## config.mk

```make
export PLATFORM = sky130hd
export DESIGN_NAME = uart_tx_arbiter
export DESIGN_NICKNAME = d
export VERILOG_FILES = /design/src/rtl/uart_tx_arbiter.sv
export SDC_FILE = /design/constraint.sdc
export NUM_CORES = 1
export LEC_CHECK = 0
export ABC_CLOCK_PERIOD_IN_PS = 3100
export BUFFER_PORTS_ARGS = -buffer_cell sky130_fd_sc_hd__buf_4
export CAP_MARGIN = 10
export CORE_ASPECT_RATIO = 0.6
export CORE_MARGIN = 10
export CORE_UTILIZATION = 54
export CTS_CLUSTER_SIZE = 8
export DETAILED_ROUTE_END_ITERATION = 7
export PLACE_DENSITY_LB_ADDON = 0.15
export RECOVER_POWER = 100
export SLEW_MARGIN = 20
export SYNTH_ARGS = -nofsm -noshare
export SYNTH_HDL_FRONTEND = slang
export SYNTH_SLANG_ARGS = --single-unit
```

## constraint.sdc

```tcl
create_clock -name clk -period 3.1 [get_ports clk]
set_input_delay 0.155 -clock clk [delete_from_list [all_inputs] [get_ports clk]]
set_output_delay 0.155 -clock clk [all_outputs]
set_load 0.01 [all_outputs]
```

## src/rtl/uart_tx_arbiter.sv

```systemverilog
// Shares one UART transmitter among four requesters: round-robin between packets,
// packet lock within a packet, and a watchdog on the transmitter's tx_done pulse.
module uart_tx_arbiter #(
    parameter int NUM_REQ     = 4,
    parameter int TIMEOUT_CYC = 200000
) (
    input  logic        clk,
    input  logic        rst,
    input  logic [3:0]  req,
    input  logic [31:0] req_data,
    input  logic [3:0]  req_last,
    output logic [3:0]  req_ack,
    output logic        tx_dv,
    output logic [7:0]  tx_data,
    input  logic        tx_done,
    output logic        busy,
    output logic [1:0]  grant_id,
    output logic        timeout_err
);

    typedef enum logic [1:0] {
        IDLE = 2'd0,
        SEND = 2'd1,
        WAIT = 2'd2,
        GAP  = 2'd3
    } state_t;

    state_t      state_q, state_d;
    logic [1:0]  rr_q, rr_d;
    logic [1:0]  grant_q, grant_d;
    logic [7:0]  data_q, data_d;
    logic        last_q, last_d;
    logic [3:0]  ack_q, ack_d;
    logic        tout_q, tout_d;
    logic [19:0] cnt_q, cnt_d;
    logic [19:0] cnt_inc;
    logic        cnt_hit;
    logic [1:0]  winner;
    logic [1:0]  rr_idx;
    logic        found;

    // Round-robin search: first requesting index at or after rr_q, wrapping 3->0.
    always_comb begin
        found  = 1'b0;
        winner = rr_q;
        rr_idx = rr_q;
        for (int k = 0; k < NUM_REQ; k++) begin
            rr_idx = rr_q + 2'(k);
            if (!found && req[rr_idx]) begin
                found  = 1'b1;
                winner = rr_idx;
            end
        end
    end

    // Watchdog counter saturates; the hit fires on the edge that would make it TIMEOUT_CYC.
    assign cnt_inc = (&cnt_q) ? cnt_q : cnt_q + 20'd1;
    assign cnt_hit = ({1'b0, cnt_q} + 21'd1) >= 21'(TIMEOUT_CYC);

    always_ff @(posedge clk or posedge rst) begin
        if (rst) begin
            state_q <= IDLE;
        end else begin
            state_q <= state_d;
        end
    end

    always_comb begin
        state_d = state_q;
        case (state_q)
            IDLE: if (found) state_d = SEND;
            SEND: state_d = WAIT;
            WAIT: begin
                if (tx_done) begin
                    state_d = last_q ? IDLE : GAP;
                end else if (cnt_hit) begin
                    state_d = IDLE;
                end
            end
            GAP:     state_d = req[grant_q] ? SEND : IDLE;
            default: state_d = IDLE;
        endcase
    end

    always_comb begin
        tx_dv = (state_q == SEND);
        busy  = (state_q != IDLE);
    end

    // Datapath: grant/byte latching, ack and timeout strobes, pointer advance at packet end.
    always_comb begin
        rr_d    = rr_q;
        grant_d = grant_q;
        data_d  = data_q;
        last_d  = last_q;
        ack_d   = 4'b0000;
        tout_d  = 1'b0;
        cnt_d   = cnt_q;
        case (state_q)
            IDLE: begin
                if (found) begin
                    grant_d = winner;
                    data_d  = req_data[{winner, 3'b000} +: 8];
                    last_d  = req_last[winner];
                end
            end
            SEND: cnt_d = '0;
            WAIT: begin
                cnt_d = cnt_inc;
                if (tx_done) begin
                    ack_d[grant_q] = 1'b1;
                    if (last_q) rr_d = grant_q + 2'd1;
                end else if (cnt_hit) begin
                    tout_d = 1'b1;
                    rr_d   = grant_q + 2'd1;
                end
            end
            GAP: begin
                if (req[grant_q]) begin
                    data_d = req_data[{grant_q, 3'b000} +: 8];
                    last_d = req_last[grant_q];
                end else begin
                    rr_d = grant_q + 2'd1;
                end
            end
            default: ;
        endcase
    end

    always_ff @(posedge clk or posedge rst) begin
        if (rst) begin
            rr_q    <= 2'd0;
            grant_q <= 2'd0;
            data_q  <= 8'd0;
            last_q  <= 1'b0;
            ack_q   <= 4'b0000;
            tout_q  <= 1'b0;
            cnt_q   <= '0;
        end else begin
            rr_q    <= rr_d;
            grant_q <= grant_d;
            data_q  <= data_d;
            last_q  <= last_d;
            ack_q   <= ack_d;
            tout_q  <= tout_d;
            cnt_q   <= cnt_d;
        end
    end

    assign req_ack     = ack_q;
    assign tx_data     = data_q;
    assign grant_id    = grant_q;
    assign timeout_err = tout_q;

endmodule

```

==> results of run 1 <==
==> sequential cells by signal (all words and copies together), names as in the netlist <==
name and count:
state_q 2, req_ack 4, timeout_err 1, grant_id 2, tx_data 8, cnt_q 20, rr_q 2, last_q 1
==> layout by cell type (no fill, tap or decap), types with 4 or more instances in the layout <==
cell / count
buf_4: 43
dfrtp_1: 40
o21ai_0: 26
nand2_1: 22
clkbuf_1: 22
nor2_1: 19
a21oi_1: 16
nand3_1: 13
mux4_2: 11
inv_1: 10
nor2b_1: 8
o31ai_1: 8
mux2_2: 8
nand4_1: 6
and3_1: 6
xor2_1: 6
ha_1: 5
clkbuf_8: 5
o41ai_1: 4
==> power groups by stage <==
stage | logic, mW | clock network (mW) | registers, mW
after floorplan | 0.805 | 0 | 0.779
after global placement | 1.15 | 0 | 0.807
after detailed placement | 1.17 | 0 | 0.809
after CTS | 1.17 | 0.432 | 0.801
after global routing | 1.19 | 0.454 | 0.830
final | 1.07 | 0.422 | 0.803
==> metal layers <==
layer | GRT usage (%) | part of all wire [%] | up-vias
met2 | 22.93 | 42 | 93
li1 | - | - | 1107
met4 | 4.367 | 0.70 | 0
met5 | 0 | 0 | -
met1 | 24.08 | 47 | 1084
met3 | 5.415 | 9.8 | 5
==> cell type report <==
cell class / instances / area [sq um] / area share (%)
Clock buffer: 6 / 72.57 / 2.338
Sequential cell: 40 / 1001 / 32.25
Inverter: 10 / 37.54 / 1.209
Clock inverter: 2 / 35.03 / 1.129
Tap cell: 63 / 78.83 / 2.539
Multi-Input combinational cell: 201 / 1470 / 47.36
Timing Repair Buffer: 65 / 409.1 / 13.18
==> final timing paths <==
check                           from    endpoint  cells past startpoint
setup / recovery            cnt_q[0]     rr_q[0]                      8
hold / removal               tx_done  req_ack[1]                      2
setup reg to reg            cnt_q[0]     rr_q[0]                      8
hold reg to reg            cnt_q[19]   cnt_q[19]                      1
max in group asynchronous        rst   cnt_q[14]                      3
min in group asynchronous        rst    cnt_q[2]                      3
==> stage by stage <==
stage / setup WS [ns] / instance area, sq um / hold WS [ns]
after detailed placement: 0.4048 / 3079 / 0.3320
after floorplan: 0.7063 / 2571 / 0.3082
after global placement: 0.5323 / 3079 / 0.3126
final: 0.3448 / 3104 / 0.1284
after global routing: 0.1034 / 3104 / 0.1358
after CTS: 0.3889 / 3187 / 0.006924
==> logic make-up (layout without fill, tap and decap cells) <==
logic type	count (synthesis)	after routing	synth area share (%)
AO/OA/AOI/OAI	72	72	18.01
XOR/XNOR	7	7	2.384
adder cells (fa/ha/maj)	5	5	2.433
buffers and inverters	24	83	3.747
flip-flops	40	40	38.93
multiplexers	22	22	14.40
AND/OR/NAND/NOR	95	95	20.10
==> results.py, run 1 <==
metrics = {
    "status": {
        "status": "complete, but fails checks",
        "violations": "max-capacitance violations, max-slew violations",
    },
    "place": {
        "gp_congestion": 0.9401,
        "portBuffers": 59,
        "dpl.hpwl_mm": 5.051,
        "place_inst": 379,
    },
    "logic_synthesis": {
        "synth-seq-area-share_pct": 38.93,
        "synth_enable_flop_cells": 0,
        "async_flop_share_pct": 100.0,
        "synth_cell_types": 52,
        "syn_area_sq_um": 2571,
        "synth_top_area_share_pct": 38.93,
        "synth_commonest_cells": "dfrtp_1, o21ai_0, nand2_1",
        "synth_ff_type": "dfrtp_1",
        "synth_seq_cells": 40,
        "yosys_warnings": 0,
        "syn_area_per_cell_sq_um": 9.703,
        "synth_nets": 313,
        "synthTopCellsByArea": "dfrtp_1, mux4_2, o21ai_0",
        "synth_cells": 265,
        "synth_largest_area_cell": "dfrtp_1",
        "yosysMostFrequentCell": "dfrtp_1",
    },
    "final_layout": {
        "fillers": 377,
        "instances_no_fill": 387,
        "final_nets": 371,
        "syn2layout_area_growth_pct": 20.73,
        "final_util_pct": 67.66,
        "diodes": 0,
        "layout-drive-gt1-share_pct": 25.31,
    },
    "sta": {
        "tns_ns": 0,
        "finalMaxSlewViolations": 41,
        "tightestPinTransition_ns": 2.118,
        "relSlewSlack_pct": -41.22,
        "hold_viol_final": 0,
        "setup_viol": 0,
        "fmax_ghz": 0.3629,
        "rsz0062_at_grt": "false",
        "period_minus_slack_ns": 2.755,
        "period_share_pct": 88.88,
        "worst_clock_skew_ns": 0.008501,
    },
    "floorplanning": {
        "die_area_sq_um": 8012,
        "die_h_um": 73.45,
        "die_w_um": 109.1,
        "io_pins": 60,
        "rows": 19,
        "start_util_pct": 56.04,
        "fp.coreArea_sq_um": 4588,
    },
    "grt": {
        "grt_overflow": 0,
        "grt_pass1_vias": 2036,
        "grt_util_all_layers_pct": 16.61,
        "grt_max_degree": 41,
        "grt_pass1_wl_mm": 10.64,
        "antenna_found_initial": 0,
    },
    "cts": {
        "clock_sinks": 40,
        "post_cts_resized": 0,
        "cts_setup_buffers": 0,
        "cts_buffers": 5,
        "tritoncts": "built",
        "ctsHtreeMaxLevel": 2,
        "clock_latency_ns": 0.30,
        "clockRootBuffer": "clkbuf_8",
        "cts_buffer_depth": 2,
        "cts.hold.buffers_added": 0,
        "clkTransAtPathRegs_ns": 0.08,
    },
    "setup_path": {
        "criticalPathCategory": "flip-flop to flip-flop",
        "cp_data_arrival_time_ns": 2.94,
        "startpoint_type": "flip-flop",
        "slowest_stage": "nor4_2",
        "cpPeakStageDelay_ns": 0.50,
        "crit_fanout": 7,
        "r2r_slack_ns": 0.34,
        "worst_setup_path_end_kind": "flip-flop",
        "cp.required_ns": 3.29,
        "cp_num_buf_inv": 0,
        "path_cells": "ha_1 > nand3_1 > nor4_2 > nand2_1 > xor2_1 > a211o_1 > a41oi_2 > mux2_1",
        "critPathTopFamily": "simple AND/OR/NAND/NOR gates",
    },
    "worst_hold_path": {
        "hold_class": "input port to flip-flop",
    },
    "route": {
        "drt_first_pass_iters": 4,
        "drtIter0Drc": 133,
        "drc": 0,
        "num_vias": 2289,
        "wirelength_mm": 6.582,
        "drt-vias-per-instance": 5.915,
        "wl_per_cell_um": 17.01,
        "antenna_left": 0,
    },
    "power": {
        "p_leak_nw": 1.340,
        "p_comb_share_pct": 46.5,
        "seqPwrFrac_pct": 35.0,
        "swShare_pct": 39.35,
        "ir_drop_mv": 0.4546,
        "power_density_nw_per_um2": 738.0,
        "internal_power_mw": 1.389,
        "p_sw_mw": 0.9015,
        "p_total_mw": 2.291,
        "clockPowerShare_pct": 18.4,
    },
    "job": {
        "cap_violations": 1,
    },
}
(Power assumes the default switching activity.)
==> run 2: changes to the inputs <==
--- a/config.mk
+++ b/config.mk
@@ -10,9 +10,10 @@
 export CAP_MARGIN = 10
 export CORE_ASPECT_RATIO = 0.6
 export CORE_MARGIN = 10
-export CORE_UTILIZATION = 54
+export CORE_UTILIZATION = 50
 export CTS_CLUSTER_SIZE = 8
 export DETAILED_ROUTE_END_ITERATION = 7
+export GPL_ROUTABILITY_DRIVEN = 0
 export PLACE_DENSITY_LB_ADDON = 0.15
 export RECOVER_POWER = 100
 export SLEW_MARGIN = 20
==> run 2 against run 1 <==
Against the previous run: the flow still finishes with violations (max-capacitance violations, max-slew violations); via count down 0.44%; clock-buffer cell count unchanged; global-route usage down 1.2 points; register-to-register slack better by 0.05 ns; routed wire length up 3.6%; largest cell class unchanged.
==> results.py, run 2 (same netlist as run 1, synthesis figures left out) <==
metrics = {
    "status": {
        "status": "complete, but fails checks",
        "violations": "max-capacitance violations, max-slew violations",
    },
    "floorplanning": {
        "die_h_um": 75.55,
        "die_area_sq_um": 8505,
        "start_util_pct": 51.12,
        "io_pins": 60,
        "rows": 20,
        "fp.coreArea_sq_um": 5030,
        "die_w_um": 112.6,
    },
    "setup_path": {
        "path_cells": "nor3_1 > o41ai_1 > clkbuf_1 > nand2_1 > o21ai_1 > mux4_2 > mux2_2",
        "cp-startpoint": "rr_q[1]",
        "cpPeakStageDelay_ns": 0.62,
        "critPathTopFamily": "multiplexers",
        "cp_num_buf_inv": 1,
        "r2r_slack_ns": 0.39,
        "criticalPathCategory": "flip-flop to flip-flop",
        "r2r-start": "rr_q[1]",
        "startpoint_type": "flip-flop",
        "worst_setup_path_end_kind": "flip-flop",
        "slowest_stage": "mux4_2",
        "cp.required_ns": 3.28,
        "cp_data_arrival_time_ns": 2.88,
        "crit_fanout": 8,
    },
    "sta": {
        "period_share_pct": 87.40,
        "relSlewSlack_pct": -42.92,
        "hold_viol_final": 0,
        "tns_ns": 0,
        "timing.hold.ws_ns": 0.1434,
        "period_minus_slack_ns": 2.709,
        "finalMaxSlewViolations": 41,
        "fmax_ghz": 0.3691,
        "rsz0062_at_grt": "false",
        "worst_clock_skew_ns": 0.002957,
        "tightestPinTransition_ns": 2.144,
        "setup_viol": 0,
    },
    "route": {
        "drt_first_pass_iters": 4,
        "drc": 0,
        "wirelength_mm": 6.821,
        "num_vias": 2279,
        "drtIter0Drc": 193,
        "drt-vias-per-instance": 5.844,
        "antenna_left": 0,
        "wl_per_cell_um": 17.49,
    },
    "final_layout": {
        "diodes": 0,
        "fillers": 437,
        "regMostFlops": "cnt_q",
        "largest_reg_flops": 20,
        "final_nets": 371,
        "layout-drive-gt1-share_pct": 25.62,
        "final_cell_mix": "buf_4, dfrtp_1, o21ai_0",
        "syn2layout_area_growth_pct": 20.19,
        "final_common_cell": "buf_4",
        "final_util_pct": 61.44,
    },
    "grt": {
        "grt_pass1_vias": 2116,
        "grt_overflow": 0,
        "use_met3_pct": 4.481,
        "gr-max-usage-layer": "met1",
        "grt_max_degree": 41,
        "gr-usage-met1_pct": 22.87,
        "grt_util_all_layers_pct": 15.40,
        "antenna_found_initial": 0,
        "grt_pass1_wl_mm": 10.74,
        "met2_usage_pct": 21.44,
    },
    "cts": {
        "cts_buffer_depth": 2,
        "clkTransAtPathRegs_ns": 0.08,
        "post_cts_resized": 0,
        "ctsHtreeMaxLevel": 2,
        "cts.hold.buffers_added": 0,
        "clock_latency_ns": 0.29,
        "tritoncts": "built",
        "clockRootBuffer": "clkbuf_8",
        "cts_buffers": 5,
        "cts_setup_buffers": 0,
        "clock_sinks": 40,
    },
    "job": {
        "cap_violations": 1,
    },
    "power": {
        "p_total_mw": 2.241,
        "p_leak_nw": 1.335,
        "ir_drop_mv": 0.3951,
        "power_density_nw_per_um2": 725.2,
    },
    "place": {
        "portBuffers": 59,
        "dpl.hpwl_mm": 5.140,
    },
    "worst_hold_path": {
        "hp-start": "tx_done",
        "hold_class": "input port to flip-flop",
    },
}
==> run 2: cell types whose count changed in the layout (fill, tap and decap cells not counted) <==
cell       before  now
clkbuf_1       22   21
and2_0          2    1
clkbuf_8        5    6
and2_1          0    1
clkbuf_2        0    1
clkinv_2        1    2
buf_4          43   42
bufinv_16       1    0
==> run 2: routing by layer <==
layer | wire, um | up-vias | part of all wire [%]
met5 | 0 | - | 0
met2 | 2946 | 90 | 43
li1 | - | 1105 | -
met1 | 3244 | 1079 | 48
met4 | 27 | 0 | 0.40
met3 | 601 | 5 | 8.8
==> run 2: through the flow <==
step / worst slack [ns] / area [sq um] / std cells
4_1_cts: 0.4175 / 3176 / 390
2_1_floorplan: 0.7063 / 2571 / 265
5_1_grt: 0.08486 / 3090 / 390
3_3_place_gp: 0.5340 / 3083 / 382
3_5_place_dp: 0.4380 / 3083 / 382
6_report: 0.3906 / 3090 / 390
==> run 2: power by group <==
part,total (mW),internal (mW),switching (mW)
sequential,0.810,0.653,0.157
combinational,1.07,0.494,0.578
clock,0.359,0.178,0.181
total,2.24,1.32,0.917
==> run 2: worst paths after layout <==
path,endpoint,depth (start not counted)
max,tx_data[3],7
min,req_ack[1],2
max reg2reg,tx_data[3],7
min reg2reg,cnt_q[19],1
max in group asynchronous,rr_q[0],3
min in group asynchronous,cnt_q[18],3
==> run 2: layout make-up <==
| class | instances | area (sq um) | share of cell area (%) |
|---|---|---|---|
| inverter | 10 | 37.54 | 1.215 |
| timing repair buffer | 65 | 406.6 | 13.16 |
| sequential | 40 | 1001 | 32.39 |
| multi-input combinational | 201 | 1470 | 47.57 |
| tap | 66 | 82.58 | 2.672 |
| clock inverter | 2 | 10.01 | 0.3239 |
| clock buffer | 6 | 82.58 | 2.672 |
